**src/rtl/regfile_sb.sv**
```systemverilog
// Register file with per-register busy (scoreboard) bits and a pending-register count.
// Latency: reads are combinational (zero cycles); writes, reserves and the count update on the rising edge.
// Backpressure: none; hazard_o flags reads or reserves of pending registers, and the issuing logic decides whether to stall.
// Build option: define REGFILE_BYPASS_EN to forward same-cycle writeback data to matching read ports.
module regfile_sb #(
   parameter int XLEN  = 32,
   parameter int NREGS = 32,
   parameter int NRD   = 2,
   localparam int AW   = $clog2(NREGS)
) (
   input  logic                clk,
   input  logic                rst,
   input  logic                wr_en_i,
   input  logic [AW-1:0]       wr_addr_i,
   input  logic [XLEN-1:0]     wr_data_i,
   input  logic                resv_en_i,
   input  logic [AW-1:0]       resv_addr_i,
   input  logic [NRD*AW-1:0]   rd_addr_i,
   output logic [NRD*XLEN-1:0] rd_data_o,
   output logic [NRD-1:0]      rd_busy_o,
   output logic                hazard_o,
   output logic [AW:0]         busy_cnt_o
);

   logic [XLEN-1:0] regs [NREGS];
   logic [NREGS-1:0] busy;
   logic [NREGS-1:0] busy_nxt;
   logic [AW:0]      busy_cnt;
   logic             cnt_inc;
   logic             cnt_dec;
   logic             wr_live;
   logic             resv_live;
   logic             resv_wr_same;

   assign wr_live      = wr_en_i && (wr_addr_i != '0);
   assign resv_live    = resv_en_i && (resv_addr_i != '0);
   assign resv_wr_same = resv_en_i && (resv_addr_i == wr_addr_i);

   // Next busy vector: writeback clears, reserve sets afterwards so reserve wins; x0 is never pending.
   always_comb begin
      busy_nxt = busy;
      if (wr_en_i) begin
         busy_nxt[wr_addr_i] = 1'b0;
      end
      if (resv_en_i) begin
         busy_nxt[resv_addr_i] = 1'b1;
      end
      busy_nxt[0] = 1'b0;
   end

   // Count only real 0->1 and 1->0 transitions so re-reserves and writes of idle registers do not move it.
   assign cnt_inc = resv_live && !busy[resv_addr_i];
   assign cnt_dec = wr_live && busy[wr_addr_i] && !resv_wr_same;

   // Storage update: reset clears everything and overrides any same-cycle write or reserve.
   always_ff @(posedge clk) begin
      if (rst) begin
         for (int i = 0; i < NREGS; i++) begin
            regs[i] <= '0;
         end
         busy     <= '0;
         busy_cnt <= '0;
      end else begin
         if (wr_live) begin
            regs[wr_addr_i] <= wr_data_i;
         end
         busy     <= busy_nxt;
         busy_cnt <= busy_cnt + {{AW{1'b0}}, cnt_inc} - {{AW{1'b0}}, cnt_dec};
      end
   end

   assign busy_cnt_o = busy_cnt;

   for (genvar k = 0; k < NRD; k++) begin : g_rd
      logic [AW-1:0] ra;
      logic          wr_hit;
      logic          resv_hit;

      assign ra       = rd_addr_i[k*AW +: AW];
      assign wr_hit   = wr_live && (wr_addr_i == ra);
      assign resv_hit = resv_en_i && (resv_addr_i == ra);

      // A same-cycle writeback retires the pending value unless the same register is re-reserved.
      assign rd_busy_o[k] = busy[ra] && !(wr_hit && !resv_hit);

`ifdef REGFILE_BYPASS_EN
      // Read data with writeback forwarding; x0 always reads zero.
      assign rd_data_o[k*XLEN +: XLEN] = (ra == '0) ? '0 :
                                         wr_hit     ? wr_data_i : regs[ra];
`else
      // Read data returns the pre-edge stored value; x0 always reads zero.
      assign rd_data_o[k*XLEN +: XLEN] = (ra == '0) ? '0 : regs[ra];
`endif
   end

   assign hazard_o = (|rd_busy_o) || (resv_en_i && busy[resv_addr_i]);

endmodule

```
**config.mk**
```make
export PLATFORM = sky130hd
export DESIGN_NAME = regfile_sb
export DESIGN_NICKNAME = d
export VERILOG_FILES = /design/src/rtl/regfile_sb.sv
export SDC_FILE = /design/constraint.sdc
export NUM_CORES = 2
export LEC_CHECK = 0
export ABC_AREA = 1
export CAP_MARGIN = 20
export CORE_MARGIN = 4
export CORE_UTILIZATION = 45
export DETAILED_ROUTE_END_ITERATION = 7
export SETUP_SLACK_MARGIN = 0.3
export SLEW_MARGIN = 20
export SYNTH_ARGS = -nofsm -noshare
export SYNTH_HDL_FRONTEND = slang
export SYNTH_SLANG_ARGS = --single-unit
```
**constraint.sdc**
```tcl
create_clock -name clk -period 4.2 [get_ports clk]
set_input_delay 1.05 -clock clk [delete_from_list [all_inputs] [get_ports clk]]
set_output_delay 1.05 -clock clk [all_outputs]
set_load 0.01 [all_outputs]
```
**Yosys cells after proc, flatten, opt, wreduce, memory -nomap -nowiden**

Memories as Yosys holds them, arrays and structs flattened.
Cells that the tools add are included.

- Register bits after elaboration: 38
- Bits in writable memories: 1024
- Output and inout bits: 73
- Memories: 1

- Add/sub/neg operators: 2
- $lt $le $gt $ge: 6
- Equal/unequal tests: 5
- Multiplexer cells: 24
- Bitwise gates (word level): 3
- Reduce and logical (&&, ||, !) cells: 30

Memory list:

| name | words | width | rd ports | clocked after Yosys merged registers in | wr ports | line | RTL |
|---|---|---|---|---|---|---|---|
| regs | 32 | 32 | 2 | 0 | 32 | 25 | `logic [XLEN-1:0] regs [NREGS];` |

Operators with widths:

| cell | number |
|---|---|
| 32-bit 2-to-1 mux | 5 |
| 32-bit bitwise AND | 1 |
| 32-bit NOT | 1 |
| 32-bit bitwise OR | 1 |
| 32-bit OR reduction | 1 |
| 5-bit equality test | 5 |
| 5-bit by 6-bit < comparator with 1-bit output (second input constant) | 4 |
| 1-bit binary-select mux with 5-bit select | 4 |
| 1-bit logical AND | 17 |
| 1-bit 2-to-1 mux | 12 |
| 1-bit demux with 5-bit select | 2 |
| 5-bit by 1-bit >= comparator with 1-bit output (second input constant) | 2 |
| 5-bit zero test | 2 |
| 5-bit nonzero test | 2 |
| 6-bit by 1-bit adder with 6-bit output | 1 |
| 1-bit zero test | 6 |
| 6-bit by 1-bit subtractor with 6-bit output | 1 |
| 5-bit 2-to-1 mux | 1 |
| 2-bit OR reduction | 1 |
| 1-bit logical OR | 1 |

**Longest topological paths before layout**

- Depth after elaboration: 9
- Mapped depth: 19
- Gate-level depth less buffers: 18

**Worst setup path after synthesis**

No wires, ideal clock.

- Kind: input to register
- Start: input wr_addr_i[1]
- End: register busy_cnt[4] (netlist: busy_cnt_o[4])
- Library setup time: 0.070 ns
- Arrival time: 3.554 ns
- Path slack: 0.577 ns
- Stages on the path: 19
- Buffers on the path: 1
- Cell sequence: buf_4 -> nand2_2 -> inv_1 -> a22oi_1 -> nand2_1 -> nand2_1 -> nand2_1 -> nor2_1 -> a21oi_1 -> ha_1 -> inv_1 -> ha_1 -> fa_1 -> nand2_1 -> inv_1 -> or2_2 -> a21oi_1 -> o21ai_0 -> a21oi_1

- Cells in the longest elaborated chain, start to end: 5
- Elaborated cells between the ends (all ways): 10
- Those cells by class: add/sub: 1; eq/ne: 1; mux: 2; reduce/logical: 6

RTL lines:

| element | line | RTL |
|---|---|---|
| from (decl) | 14 | `input logic [AW-1:0] wr_addr_i,` |
| 1-bit binary-select mux with 5-bit select, or another cell as far along | 53 | `assign cnt_dec = wr_live && busy[wr_addr_i] && !resv_wr_same;` |
| 1-bit 2-to-1 mux (implied by the code), or another cell as far along | 53 |  |
| 1-bit logical AND or 1-bit zero test (tied branches) | 53 |  |
| 1-bit logical AND * | 53 |  |
| 6-bit by 1-bit subtractor with 6-bit output * | 68 | `busy_cnt <= busy_cnt + {{AW{1'b0}}, cnt_inc} - {{AW{1'b0}}, cnt_dec};` |
| to (signal assigned) | 68 |  |
| to (decl) | 28 | `logic [AW:0] busy_cnt;` |

Mark *: on every way between the ends. The rest lies on a longest branch, timed or not. The select of a mux whose other input is x is not followed.
A chain may end at the register's enable or synchronous reset.

**Worst setup path after layout**

- Start: input rd_addr_i[5]
- End: output rd_data_o[44]

- Cells in the longest elaborated chain, start to end: 2
- Elaborated cells between the ends (all ways): 3
- Those cells by class: mux: 1; reduce/logical: 1; memory: 1

RTL lines:

| element | line | RTL |
|---|---|---|
| from (decl) | 18 | `input logic [NRD*AW-1:0] rd_addr_i,` |
| memory 32 x 32 bit or 5-bit zero test (tied branches) | n/a |  |
| 32-bit 2-to-1 mux * | 92 | `assign rd_data_o[k*XLEN +: XLEN] = (ra == '0) ? '0 : regs[ra];` |
| to (decl) | 19 | `output logic [NRD*XLEN-1:0] rd_data_o,` |

Mark *: on every way between the ends. The rest lies on a longest branch, timed or not.

==> metrics.txt <==
# TYPE chip_impl_metric gauge
chip_impl_info{name="postSynth.topFlopCell",value="edfxtp_1"} 1
chip_impl_metric{name="syn_inst",unit=""} 7522
chip_impl_metric{name="synth_area_per_cell",unit="um2"} 7.93
chip_impl_metric{name="core.rowCount",unit=""} 133
chip_impl_metric{name="firstDrtPassIters",unit=""} 6
chip_impl_metric{name="h_tree_level_count",unit=""} 3
chip_impl_metric{name="top_level_ports",unit=""} 129
chip_impl_metric{name="fmax",unit="MHz"} 253
chip_impl_info{name="startpoint_type",value="primary input"} 1
chip_impl_metric{name="grt_first_pass_wirelength",unit="um"} 384000
chip_impl_metric{name="port_buffers",unit=""} 128
chip_impl_metric{name="yosys.cell_types.count",unit=""} 38
chip_impl_metric{name="postSynth.asyncResetShare",unit="%"} 0
chip_impl_info{name="cp-startpoint",value="rd_addr_i[5]"} 1
chip_impl_metric{name="final_net_count",unit=""} 7928
chip_impl_metric{name="drv_slew",unit=""} 0
chip_impl_metric{name="register_area",unit="um2"} 31500
chip_impl_metric{name="power_leakage",unit="nW"} 29.8
chip_impl_info{name="timing.hold.worst.class",value="reg2reg"} 1
chip_impl_info{name="clock-root-buffer",value="clkbuf_16"} 1
chip_impl_info{name="end_kind",value="primary output"} 1
chip_impl_metric{name="detail_route.wl_per_cell",unit="um"} 27.9
chip_impl_metric{name="route.detailed.drc",unit=""} 0
chip_impl_metric{name="switchingPower",unit="mW"} 8.06
chip_impl_info{name="outcome",value="complete, no violations"} 1
chip_impl_info{name="cts_tree",value="built"} 1
chip_impl_metric{name="vias_per_std_cell",unit=""} 6.22
chip_impl_metric{name="core",unit="um2"} 131000
chip_impl_metric{name="share_clk_of_total_power",unit="%"} 37.0
chip_impl_metric{name="start_util",unit="%"} 45.4
chip_impl_metric{name="cts.sinks",unit=""} 1061
chip_impl_metric{name="swShare",unit="%"} 29.1
chip_impl_metric{name="combPwrFrac",unit="%"} 17.8
chip_impl_metric{name="dieWidth",unit="um"} 372
chip_impl_metric{name="final-instance-count-excl-fill",unit=""} 9720
chip_impl_metric{name="ys_warn_count",unit=""} 0
chip_impl_metric{name="numPlacedInstances",unit=""} 9409
chip_impl_metric{name="timing_worst_slew_pin_value",unit="ns"} 0.919
chip_impl_metric{name="post_detailed_placement_half_perimeter_wirelength",unit="um"} 158000
chip_impl_metric{name="antenna_found_initial",unit=""} 7
chip_impl_metric{name="post-layout-total-power",unit="mW"} 27.7
chip_impl_metric{name="power.share.sequential",unit="%"} 45.2
chip_impl_info{name="grt_setup_unrepaired",value="true"} 1
chip_impl_metric{name="maximum_number_of_pins_on_one_net_before_global_route_repair",unit=""} 70
chip_impl_metric{name="numCtsBuffers",unit=""} 119
chip_impl_info{name="synthDominantAreaCellType",value="edfxtp_1"} 1
chip_impl_metric{name="residual_overflow_from_global_routing",unit=""} 0
chip_impl_metric{name="drtIter0Drc",unit=""} 9324
chip_impl_metric{name="cts_hold_buf",unit=""} 0
chip_impl_metric{name="post_route_cells_drive_above_1_share",unit="%"} 16.3
chip_impl_metric{name="flow.area_growth_from_synthesis",unit="%"} 23.2
chip_impl_metric{name="fin_crit_sh",unit="%"} 94.2
chip_impl_metric{name="global_route.usage.total",unit="%"} 38.0
chip_impl_metric{name="placement.cell_area",unit="um2"} 66900
chip_impl_metric{name="number_of_global_route_vias_before_repair",unit=""} 56483
chip_impl_metric{name="synth.top_cell.area_share",unit="%"} 51.6
chip_impl_metric{name="route.final.wire_length",unit="um"} 271000
chip_impl_metric{name="worstPathRequired",unit="ns"} 3.15
chip_impl_metric{name="vias",unit=""} 60503
chip_impl_metric{name="dieArea",unit="um2"} 138000
chip_impl_metric{name="max_cap_viol_count",unit=""} 0
chip_impl_metric{name="p_int",unit="mW"} 19.6
chip_impl_metric{name="die_h",unit="um"} 372
chip_impl_metric{name="setup_viol_count_final",unit=""} 0
chip_impl_metric{name="synth-edff-count",unit=""} 1024
chip_impl_metric{name="ant_nets",unit=""} 0
chip_impl_metric{name="fin_worst_skew",unit="ns"} 0.00778
chip_impl_metric{name="finalHoldViolCount",unit=""} 0
chip_impl_metric{name="synth-seq-area-share",unit="%"} 52.8
chip_impl_metric{name="power_density",unit="nW/um2"} 377
chip_impl_metric{name="worstPathArrival",unit="ns"} 2.91
chip_impl_metric{name="fillers",unit=""} 11814
chip_impl_info{name="synth.area.top_cells",value="edfxtp_1 (52%), nand2_1 (13%), nor2_1 (10%), nand3_1 (8.6%), o21ai_0 (3.8%)"} 1
chip_impl_metric{name="finalCriticalPeriod",unit="ns"} 3.96
chip_impl_metric{name="gpl.final_weighted_congestion",unit=""} 0.927
chip_impl_metric{name="worst_skew_pair.late_latency",unit="ns"} 0.76
chip_impl_info{name="rr_startpoint",value="busy[24]"} 1
chip_impl_info{name="worstHoldStart",value="busy[22]"} 1
chip_impl_info{name="crit_path_kind",value="in2out"} 1
chip_impl_metric{name="relSlewSlack",unit="%"} 38.4
chip_impl_metric{name="cts_buffer_depth",unit=""} 3
chip_impl_metric{name="cts.clk_slew.worst_paths",unit="ns"} 0.06
chip_impl_metric{name="multi_input_comb_area",unit="um2"} 25600
chip_impl_metric{name="max_fo_critical_path",unit=""} 28
chip_impl_metric{name="final_design_area_no_fill",unit="um2"} 73400
chip_impl_metric{name="mappedNetlistArea",unit="um2"} 59600
chip_impl_metric{name="post_synthesis_sequential_element_count",unit=""} 1061
chip_impl_metric{name="irDropWorstVdd",unit="mV"} 0.345
[cells by family (layout without fill, tap and decap cells)]
family	count (synthesis)	after routing	share of synthesized area, %
buffers and inverters	784	1193	6.19
other	1	35	0.00629
AOI/OAI and AO/OA	879	879	7.94
and+or+nand+nor	4783	4783	32.8
xor gates and xnor gates	7	7	0.103
DFF	1061	1061	52.8
adders and majority gates	7	7	0.159
[state kept, by name (all words and copies together) (netlist names)]
name        count
busy           31
busy_cnt_o      6
regs         1024
[worst max-delay path, cell delays in order]
cell       delay, ns
buf_16          0.14
clkinv_16       0.09
buf_4           0.15
buf_12          0.16
buf_12          0.14
nand2_1         0.05
nand3_1         0.06
nand3_1         0.09
nand2_1         0.08
nand2_1         0.15
nand2_1         0.09
o21ai_2         0.14
buf_4           0.16
nor2_1          0.04
buf_4           0.14
buf_6           0.12
[Yosys cell counts (6+ instances only)]
library cell	count
inv_2	11
o211ai_1	9
buf_2	271
a22oi_1	12
o21ai_0	449
nor2_2	19
buf_4	62
buf_6	23
nor2_1	1651
o221ai_1	16
inv_1	94
clkbuf_1	266
edfxtp_1	1024
buf_1	53
nand2_2	29
nand3_1	1021
o31ai_1	56
dfxtp_1	37
a21oi_1	234
o21ai_1	38
xnor2_1	6
o22ai_1	64
nand4_1	8
nand2_1	2027
nor3_1	15
ha_1	6
[power groups by stage]
stage,Combinational (mW),Clock [mW],Sequential [mW]
2_1_floorplan,2.26,0,12.6
3_3_place_gp,4.35,0,12.7
3_5_place_dp,4.39,0,12.7
4_1_cts,4.67,10.3,12.5
5_1_grt,5.18,10.7,12.6
6_report,4.94,10.3,12.5
[layout by cell type (no fill, tap or decap), types with 16 or more instances in the layout]
master,n
o21ai_2,24
a21oi_2,17
clkinv_2,23
buf_6,51
buf_2,27
a21oi_1,212
buf_4,481
clkdlybuf4s50_1,45
buf_12,152
nor2_4,24
o21ai_0,359
clkbuf_1,25
o22ai_1,64
clkinv_1,34
dfxtp_1,37
nor2_1,1551
buf_16,41
inv_1,88
clkbuf_2,18
nand3_1,1001
o31ai_1,43
nor2_2,95
o21ai_1,96
nand2_1,1972
edfxtp_1,1024
conb_1,32
clkbuf_16,128
nand3_2,18
nand2_2,84
o221ai_1,16
[metrics by stage]
step	util, %	worst slack [ns]	setup TNS (ns)	hold slack [ns]
2_1_floorplan	-	0.577	0	0.452
3_3_place_gp	50.9	-0.411	-5.75	0.479
3_5_place_dp	50.9	-0.400	-5.65	0.484
4_1_cts	55.2	0.0655	0	0.495
5_1_grt	55.9	0.191	0	0.525
6_report	55.9	0.243	0	0.494
[final timing paths]
check,slack [ns],end,cells after the start
setup / recovery,0.24,rd_data_o[44],16
hold / removal,0.49,busy[22],2
setup reg to reg,1.29,busy_cnt_o[4],18
hold reg to reg,0.49,busy[22],2
[area by class of cell]
type                       count  area share (%)
tap                         1755            2.99
clock inverter                73           0.826
timing repair inverter         2          0.0307
antenna                        3          0.0102
clock buffer                 145            4.22
timing repair buffer         865            13.6
sequential                  1061            42.9
inverter                     108           0.676
multi-input combinational   5708            34.8
[per-layer routing]
layer | part of all wire [%] | vias up | global-route usage [%]
met5 | 0.0044 | - | 0
met4 | 6.7 | 2 | 20.5
met3 | 14 | 1081 | 9.65
met2 | 44 | 4864 | 58.4
met1 | 36 | 28697 | 49.3
li1 | - | 25859 | -
[repair_timing]
item / 4_1_cts / 5_1_grt
setup endpoints to repair: 66 / 68
endpoints found under the hold margin: 0 / 0
setup buffers: 35 / 17
resized for setup: 437 / 281
pin swaps: 66 / 109
cloned: 29 / 9
(Power assumes the default switching activity.)
